**src/rtl/system_entrada_ctrl_if.sv**
```systemverilog
// Avalon-MM slave bus for the input-sampling controller: word address,
// read/write strobes, write data, registered read data and the level irq.
interface system_entrada_ctrl_if;
   logic [2:0]  address;
   logic        read;
   logic        write;
   logic [31:0] writedata;
   logic [31:0] readdata;
   logic        irq;

   modport slave  (input address, read, write, writedata, output readdata, irq);
   modport master (output address, read, write, writedata, input readdata, irq);
endinterface

```
**src/rtl/system_entrada_ctrl.sv**
```systemverilog
// system_entrada_ctrl: synchronises and debounces the switch/key port,
// commits each new stable value into a snapshot FIFO, and exposes it over
// Avalon-MM with a maskable level interrupt.
// Optional build macro ENTRADA_TIMESTAMP_EN adds a 32-bit cycle counter whose
// value is stored with every pushed entry and read back at address 4.
module system_entrada_ctrl #(
   parameter int WIDTH           = 19,
   parameter int DEBOUNCE_CYCLES = 50000,
   parameter int FIFO_DEPTH      = 4
) (
   input  logic                 clk,
   input  logic                 reset,
   input  logic [WIDTH-1:0]     in_port,
   system_entrada_ctrl_if.slave bus
);
   localparam int PW = $clog2(FIFO_DEPTH);
   localparam int CW = (DEBOUNCE_CYCLES > 1) ? $clog2(DEBOUNCE_CYCLES) : 1;
   localparam logic [PW:0]   FULL_CNT = (PW+1)'(FIFO_DEPTH);
   localparam logic [CW-1:0] CNT_LAST = CW'(DEBOUNCE_CYCLES - 1);

   typedef enum logic {IDLE, COUNT} state_t;

   logic [WIDTH-1:0] s1, s2;
   state_t           state_q, state_d;
   logic [WIDTH-1:0] cand_q, cand_d, stable_q, stable_d;
   logic [CW-1:0]    cnt_q, cnt_d;
   logic             push;

   logic [WIDTH-1:0] mem [FIFO_DEPTH];
   logic [PW-1:0]    wr_ptr, rd_ptr;
   logic [PW:0]      count_q;
   logic             overflow_q, mask_q;
   logic             empty, full, pop, do_push, ovf_evt, ovf_clr;
   logic [31:0]      rd_mux;

   // Only bits 6 (STATUS) and 0 (IRQMASK) of writedata are meaningful
   logic unused_wdata;
   assign unused_wdata = ^{bus.writedata[31:7], bus.writedata[5:1]};

   // Two-flop synchroniser for the asynchronous board inputs
   always_ff @(posedge clk or posedge reset) begin
      if (reset) begin
         s1 <= '0;
         s2 <= '0;
      end else begin
         s1 <= in_port;
         s2 <= s1;
      end
   end

   // Debounce FSM state and datapath registers
   always_ff @(posedge clk or posedge reset) begin
      if (reset) begin
         state_q  <= IDLE;
         cand_q   <= '0;
         cnt_q    <= '0;
         stable_q <= '0;
      end else begin
         state_q  <= state_d;
         cand_q   <= cand_d;
         cnt_q    <= cnt_d;
         stable_q <= stable_d;
      end
   end

   // Debounce next state: any mismatch against the candidate restarts the
   // count, so a value commits only after holding for the full window
   always_comb begin
      state_d  = state_q;
      cand_d   = cand_q;
      cnt_d    = cnt_q;
      stable_d = stable_q;
      push     = 1'b0;
      case (state_q)
         IDLE: begin
            if (s2 != stable_q) begin
               cand_d  = s2;
               cnt_d   = '0;
               state_d = COUNT;
            end
         end
         COUNT: begin
            if (s2 != cand_q) begin
               cand_d = s2;
               cnt_d  = '0;
            end else if (cnt_q == CNT_LAST) begin
               stable_d = cand_q;
               push     = 1'b1;
               state_d  = IDLE;
            end else begin
               cnt_d = cnt_q + CW'(1);
            end
         end
         default: state_d = IDLE;
      endcase
   end

   assign empty   = (count_q == '0);
   assign full    = (count_q == FULL_CNT);
   assign pop     = bus.read && (bus.address == 3'd0) && !empty;
   // A pop on the same edge frees the slot, so a push into a full FIFO is kept
   assign do_push = push && (!full || pop);
   assign ovf_evt = push && full && !pop;
   assign ovf_clr = bus.write && (bus.address == 3'd1) && bus.writedata[6];

   // Snapshot storage; contents are only meaningful behind the pointers
   always_ff @(posedge clk) begin
      if (do_push) mem[wr_ptr] <= cand_q;
   end

   // FIFO pointers, occupancy and sticky overflow (new event beats clear)
   always_ff @(posedge clk or posedge reset) begin
      if (reset) begin
         wr_ptr     <= '0;
         rd_ptr     <= '0;
         count_q    <= '0;
         overflow_q <= 1'b0;
      end else begin
         if (do_push) wr_ptr <= wr_ptr + PW'(1);
         if (pop)     rd_ptr <= rd_ptr + PW'(1);
         count_q    <= count_q + {{PW{1'b0}}, do_push} - {{PW{1'b0}}, pop};
         overflow_q <= ovf_evt || (overflow_q && !ovf_clr);
      end
   end

`ifdef ENTRADA_TIMESTAMP_EN
   logic [31:0] tcnt_q;
   logic [31:0] ts_mem [FIFO_DEPTH];

   // Free-running cycle counter, wraps naturally at 2^32
   always_ff @(posedge clk or posedge reset) begin
      if (reset) tcnt_q <= '0;
      else       tcnt_q <= tcnt_q + 32'd1;
   end

   // Timestamp captured on the commit edge alongside the entry
   always_ff @(posedge clk) begin
      if (do_push) ts_mem[wr_ptr] <= tcnt_q;
   end
`endif

   // Register-map read mux; unmapped addresses fall through to zero
   always_comb begin
      rd_mux = 32'h0;
      case (bus.address)
         3'd0: begin
            if (!empty) begin
               rd_mux[31]        = 1'b1;
               rd_mux[WIDTH-1:0] = mem[rd_ptr];
            end
         end
         3'd1: begin
            rd_mux[3:0] = 4'(count_q);
            rd_mux[4]   = empty;
            rd_mux[5]   = full;
            rd_mux[6]   = overflow_q;
         end
         3'd2: rd_mux[0] = mask_q;
         3'd3: rd_mux[WIDTH-1:0] = stable_q;
`ifdef ENTRADA_TIMESTAMP_EN
         3'd4: if (!empty) rd_mux = ts_mem[rd_ptr];
`endif
         default: rd_mux = 32'h0;
      endcase
   end

   // Registered read data, interrupt mask and level interrupt (one-cycle lag)
   always_ff @(posedge clk or posedge reset) begin
      if (reset) begin
         bus.readdata <= 32'h0;
         mask_q       <= 1'b0;
         bus.irq      <= 1'b0;
      end else begin
         if (bus.read) bus.readdata <= rd_mux;
         if (bus.write && bus.address == 3'd2) mask_q <= bus.writedata[0];
         bus.irq <= mask_q && !empty;
      end
   end
endmodule

```
**src/flat_wrapper.sv**
```systemverilog
// flat-port wrapper written by rule: the top's interface ports become plain ports
module system_entrada_ctrl_flat 
#(
   parameter int WIDTH           = 19,
   parameter int DEBOUNCE_CYCLES = 50000,
   parameter int FIFO_DEPTH      = 4
)
  (clk, reset, in_port, bus_address, bus_read, bus_write, bus_writedata, bus_readdata, bus_irq);
  system_entrada_ctrl_if bus_i ();
  input  logic clk;
  input  logic reset;
  input  logic [WIDTH-1:0] in_port;
  input wire logic [$bits(bus_i.address)-1:0] bus_address;
  input wire logic [$bits(bus_i.read)-1:0] bus_read;
  input wire logic [$bits(bus_i.write)-1:0] bus_write;
  input wire logic [$bits(bus_i.writedata)-1:0] bus_writedata;
  output wire logic [$bits(bus_i.readdata)-1:0] bus_readdata;
  output wire logic [$bits(bus_i.irq)-1:0] bus_irq;
  assign bus_i.address = bus_address;
  assign bus_i.read = bus_read;
  assign bus_i.write = bus_write;
  assign bus_i.writedata = bus_writedata;
  assign bus_readdata = bus_i.readdata;
  assign bus_irq = bus_i.irq;
  system_entrada_ctrl #(.WIDTH(WIDTH), .DEBOUNCE_CYCLES(DEBOUNCE_CYCLES), .FIFO_DEPTH(FIFO_DEPTH)) u_core (.clk(clk), .reset(reset), .in_port(in_port), .bus(bus_i));
endmodule
```
**config.mk**
```make
export PLATFORM = sky130hd
export DESIGN_NAME = system_entrada_ctrl_flat
export DESIGN_NICKNAME = d
export VERILOG_FILES = /design/src/rtl/system_entrada_ctrl_if.sv /design/src/rtl/system_entrada_ctrl.sv /design/src/flat_wrapper.sv
export SDC_FILE = /design/constraint.sdc
export NUM_CORES = 1
export LEC_CHECK = 0
export BUFFER_PORTS_ARGS = -buffer_cell sky130_fd_sc_hd__buf_2
export CORE_UTILIZATION = 52
export DETAILED_ROUTE_END_ITERATION = 10
export PLACE_DENSITY = 0.75
export SYNTH_ARGS = -nofsm -noshare
export SYNTH_HDL_FRONTEND = slang
export SYNTH_SLANG_ARGS = --single-unit
```
**constraint.sdc**
```tcl
create_clock -name clk -period 4.3 [get_ports clk]
set_clock_uncertainty 0.15 [all_clocks]
set_input_delay 1.075 -clock clk [delete_from_list [all_inputs] [get_ports clk]]
set_output_delay 1.075 -clock clk [all_outputs]
set_load 0.1 [all_outputs]
```
==> results_dict.tcl <==
set metrics [dict create \
    cp.arrival_ps 3000 \
    finalSetupViolCount 0 \
    post_synth_main_area_contributors "dfrtp_1, edfxtp_1, mux4_2" \
    clock.fmax_mhz 327 \
    timing.critical_path.cells "xnor2_1 > nand4_1 > nor3_1 > and3_1 > buf_4 > and3_1 > buf_4" \
    grt_start_max_net_pins 104 \
    worst_ir_drop_vdd_mv 0.288 \
    drive_above_1_share_pct 25.6 \
    clk_root_buffer_cell "clkbuf_16" \
    multiplexer_share_of_the_synthesized_area_pct 11.6 \
    num-fill-cells 1174 \
    synth_top_cells_by_count "dfrtp_1, edfxtp_1, xnor2_1" \
    netlist.top_cell.by_area "dfrtp_1" \
    critical_path.max_stage_delay_ps 460 \
    drcViolationCount 0 \
    placement.io_buffers 48 \
    fp.dieW_um 127 \
    timing.critical_path.fanout_max 25 \
    ys.warnings.count 0 \
    post_synthesis_sequential_area_ratio_pct 66.3 \
    synth_ff_type "dfrtp_1" \
    category_of_the_most_critical_setup_path "flop to flop" \
    cts_post_setup_buffers_inserted 0 \
    ys_async_sr_fraction_pct 61.8 \
    core_outline_area_um2 15200 \
    timing.critical_path.max_delay_family "simple AND/OR/NAND/NOR gates" \
    cts_buffer_depth 2 \
    cp_slowest_cell "dfrtp_1" \
    overflow 0 \
    number_of_flops_mapped_to_enable_cells_by_yosys 76 \
    max_slew_vio_count 0 \
    cts.sinks 199 \
    global_route.usage.total_pct 22.1 \
    yosysMostFrequentCell "dfrtp_1" \
    cts.repair.resized 0 \
    crit_required_ps 4240 \
    maxCapViolations 0 \
    syn-cell-area_um2 8090 \
    clkLatencyLatePin_ps 430 \
    post_synth_and_or_nand_nor_area_fraction_pct 6.22 \
    synthesis.area_per_instance_um2 15.1 \
    cts.reportedPaths.clkPinSlew_ps 70 \
    power_density_over_the_cells_nw_per_um2 484 \
    utilization_pct 60.2 \
    tritoncts "built" \
    synth_adder_area_share_pct 1.33 \
    initial_util_pct 53.2 \
    p_leak_nw 3.76 \
    drt_iter0_drc 415 \
    route.detailed.wl_per_inst_um 20.3 \
    detailroute.via_count 4661 \
    status "completed" \
    floorplan.die_area_um2 16100 \
    hp-class "flop to flop" \
    flow.area_growth_from_synthesis_pct 13.2 \
    die-height_um 127 \
    cts-htree-levels 4 \
    rows 45 \
    dr.pass1.iters 5 \
    timing_worst_slew_pin_value_ps 1060 \
    design_power_total_mw 4.43 \
    global_route_wire_length_before_repair_um 26100 \
    cp-end-kind "flop" \
    synth_xor_xnor_area_share_pct 4.76 \
    largest_family_of_logic_cells_by_synthesized_area "multiplexers" \
    count_of_nets_after_finishing 659 \
    place.gp.congestion 0.792 \
    hpwl_um 9720 \
    critical_path_buf_inv_count 2 \
    ys_ff_latch 199 \
    post-route-min-period_ps 3060 \
    boundaryPins 91 \
    detail-route-antenna-nets 0 \
    finalHoldViolations 0 \
    numCtsBuffers 17 \
    first_global_vias 4743 \
    sum_neg_setup_slack_ps 0 \
    detail_route.wirelength_um 16100 \
    final_design_area_no_fill_um2 9160 \
    synth.top_cell.area_share_pct 38.1 \
    worst_slew_margin_rel_pct 29.4 \
    placement.cell_area_um2 8530 \
    final_min_period_over_clock_period_pct 71.2 \
    postCtsHoldBufs 0 \
    route.detailed.vias_per_inst 5.87 \
    rsz0062_at_grt "false" \
    grt_antenna_before_repair 0 \
    synthCells 535 \
    startpoint_type "flop" \
    num_antenna_cells 0 \
    synth.distinct_cells 53 \
    synth_compound_gate_area_share_pct 6.06 \
]
## final cells by class
| type | instances | area (um^2) | share of cell area [%] |
|---|---|---|---|
| sequential | 199 | 5360 | 58.5 |
| multi-input combinational | 283 | 2480 | 27.1 |
| clock buffer | 20 | 458 | 5.00 |
| timing repair buffer | 58 | 328 | 3.58 |
| tap | 188 | 235 | 2.57 |
| clock inverter | 12 | 165 | 1.80 |
| inverter | 34 | 131 | 1.44 |
## worst paths after layout
kind	startpoint	slack, ps	endpoint	cells after the start
worst max-delay path	u_core.cand_q[6]$_DFFE_PP0P_	1240	u_core.mem[3][12]$_DFFE_PP_	7
worst min-delay path	u_core.s1[8]$_DFF_PP0_	200	u_core.s2[8]$_DFF_PP0_	0
worst max register to register	u_core.cand_q[6]$_DFFE_PP0P_	1240	u_core.mem[3][12]$_DFFE_PP_	7
worst min register to register	u_core.s1[8]$_DFF_PP0_	200	u_core.s2[8]$_DFF_PP0_	0
max in group asynchronous	reset	2610	u_core.cand_q[16]$_DFFE_PP0P_	3
min in group asynchronous	reset	520	u_core.cnt_q[10]$_DFFE_PP0P_	2
## state kept, by name, indices dropped and copies added (netlist names), 2 cells and up
signal               flops
u_core.count_q           3
u_core.s2               19
u_core.mem              76
u_core.rd_ptr            2
u_core.stable_q         19
u_core.cnt_q            16
u_core.wr_ptr            2
u_core.s1               19
u_core.cand_q           19
u_core.bus.readdata     20
## where the power goes
part | internal, mW | switching (mW)
clock | 0.962 | 0.709
sequential | 2.03 | 0.155
combinational | 0.260 | 0.310
## routing by layer
layer  vias up  wire, um  global-route usage, %
met5         -         0                      0
met4         0       260                   8.33
met3        19       783                   5.06
met2       138      8170                   35.5
met1      2439      6930                   29.6
li1       2065         -                      -
## layout by cell type (no fill, tap or decap), types with 4 or more instances in the layout
cell type and instances:
dfrtp_1 123, edfxtp_1 76, buf_2 48, xnor2_1 36, inv_1 33, mux2_2 31
mux4_2 19, o22ai_1 18, clkbuf_16 18, nand2_1 15, a22oi_1 13, conb_1 12
nand4_1 11, nand3_1 11, and3_1 10, mux2_4 10, o21ai_0 10, buf_4 9
nor2_1 8, xor2_1 8, nor3_1 7, ha_1 7, a21oi_1 6, a21o_1 5
or3_1 5, a222oi_1 4, clkinvlp_4 4
## through the flow
step                      std cells  hold WS, ps  worst slack (ps)
after floorplan                 546          181              1300
after global placement          762          182              1020
after detailed placement        762          185               889
after CTS                       794          198              1230
after global routing            794          209              1040
final                           794          199              1240
## cell families after synthesis
family | Yosys count
other | 1
DFF | 199
and+or+nand+nor | 88
muxes | 61
AOI/OAI and AO/OA | 70
xor gates and xnor gates | 44
adders and majority gates | 8
buffers and inverters | 64
Power figures use the tool's default switching activity.
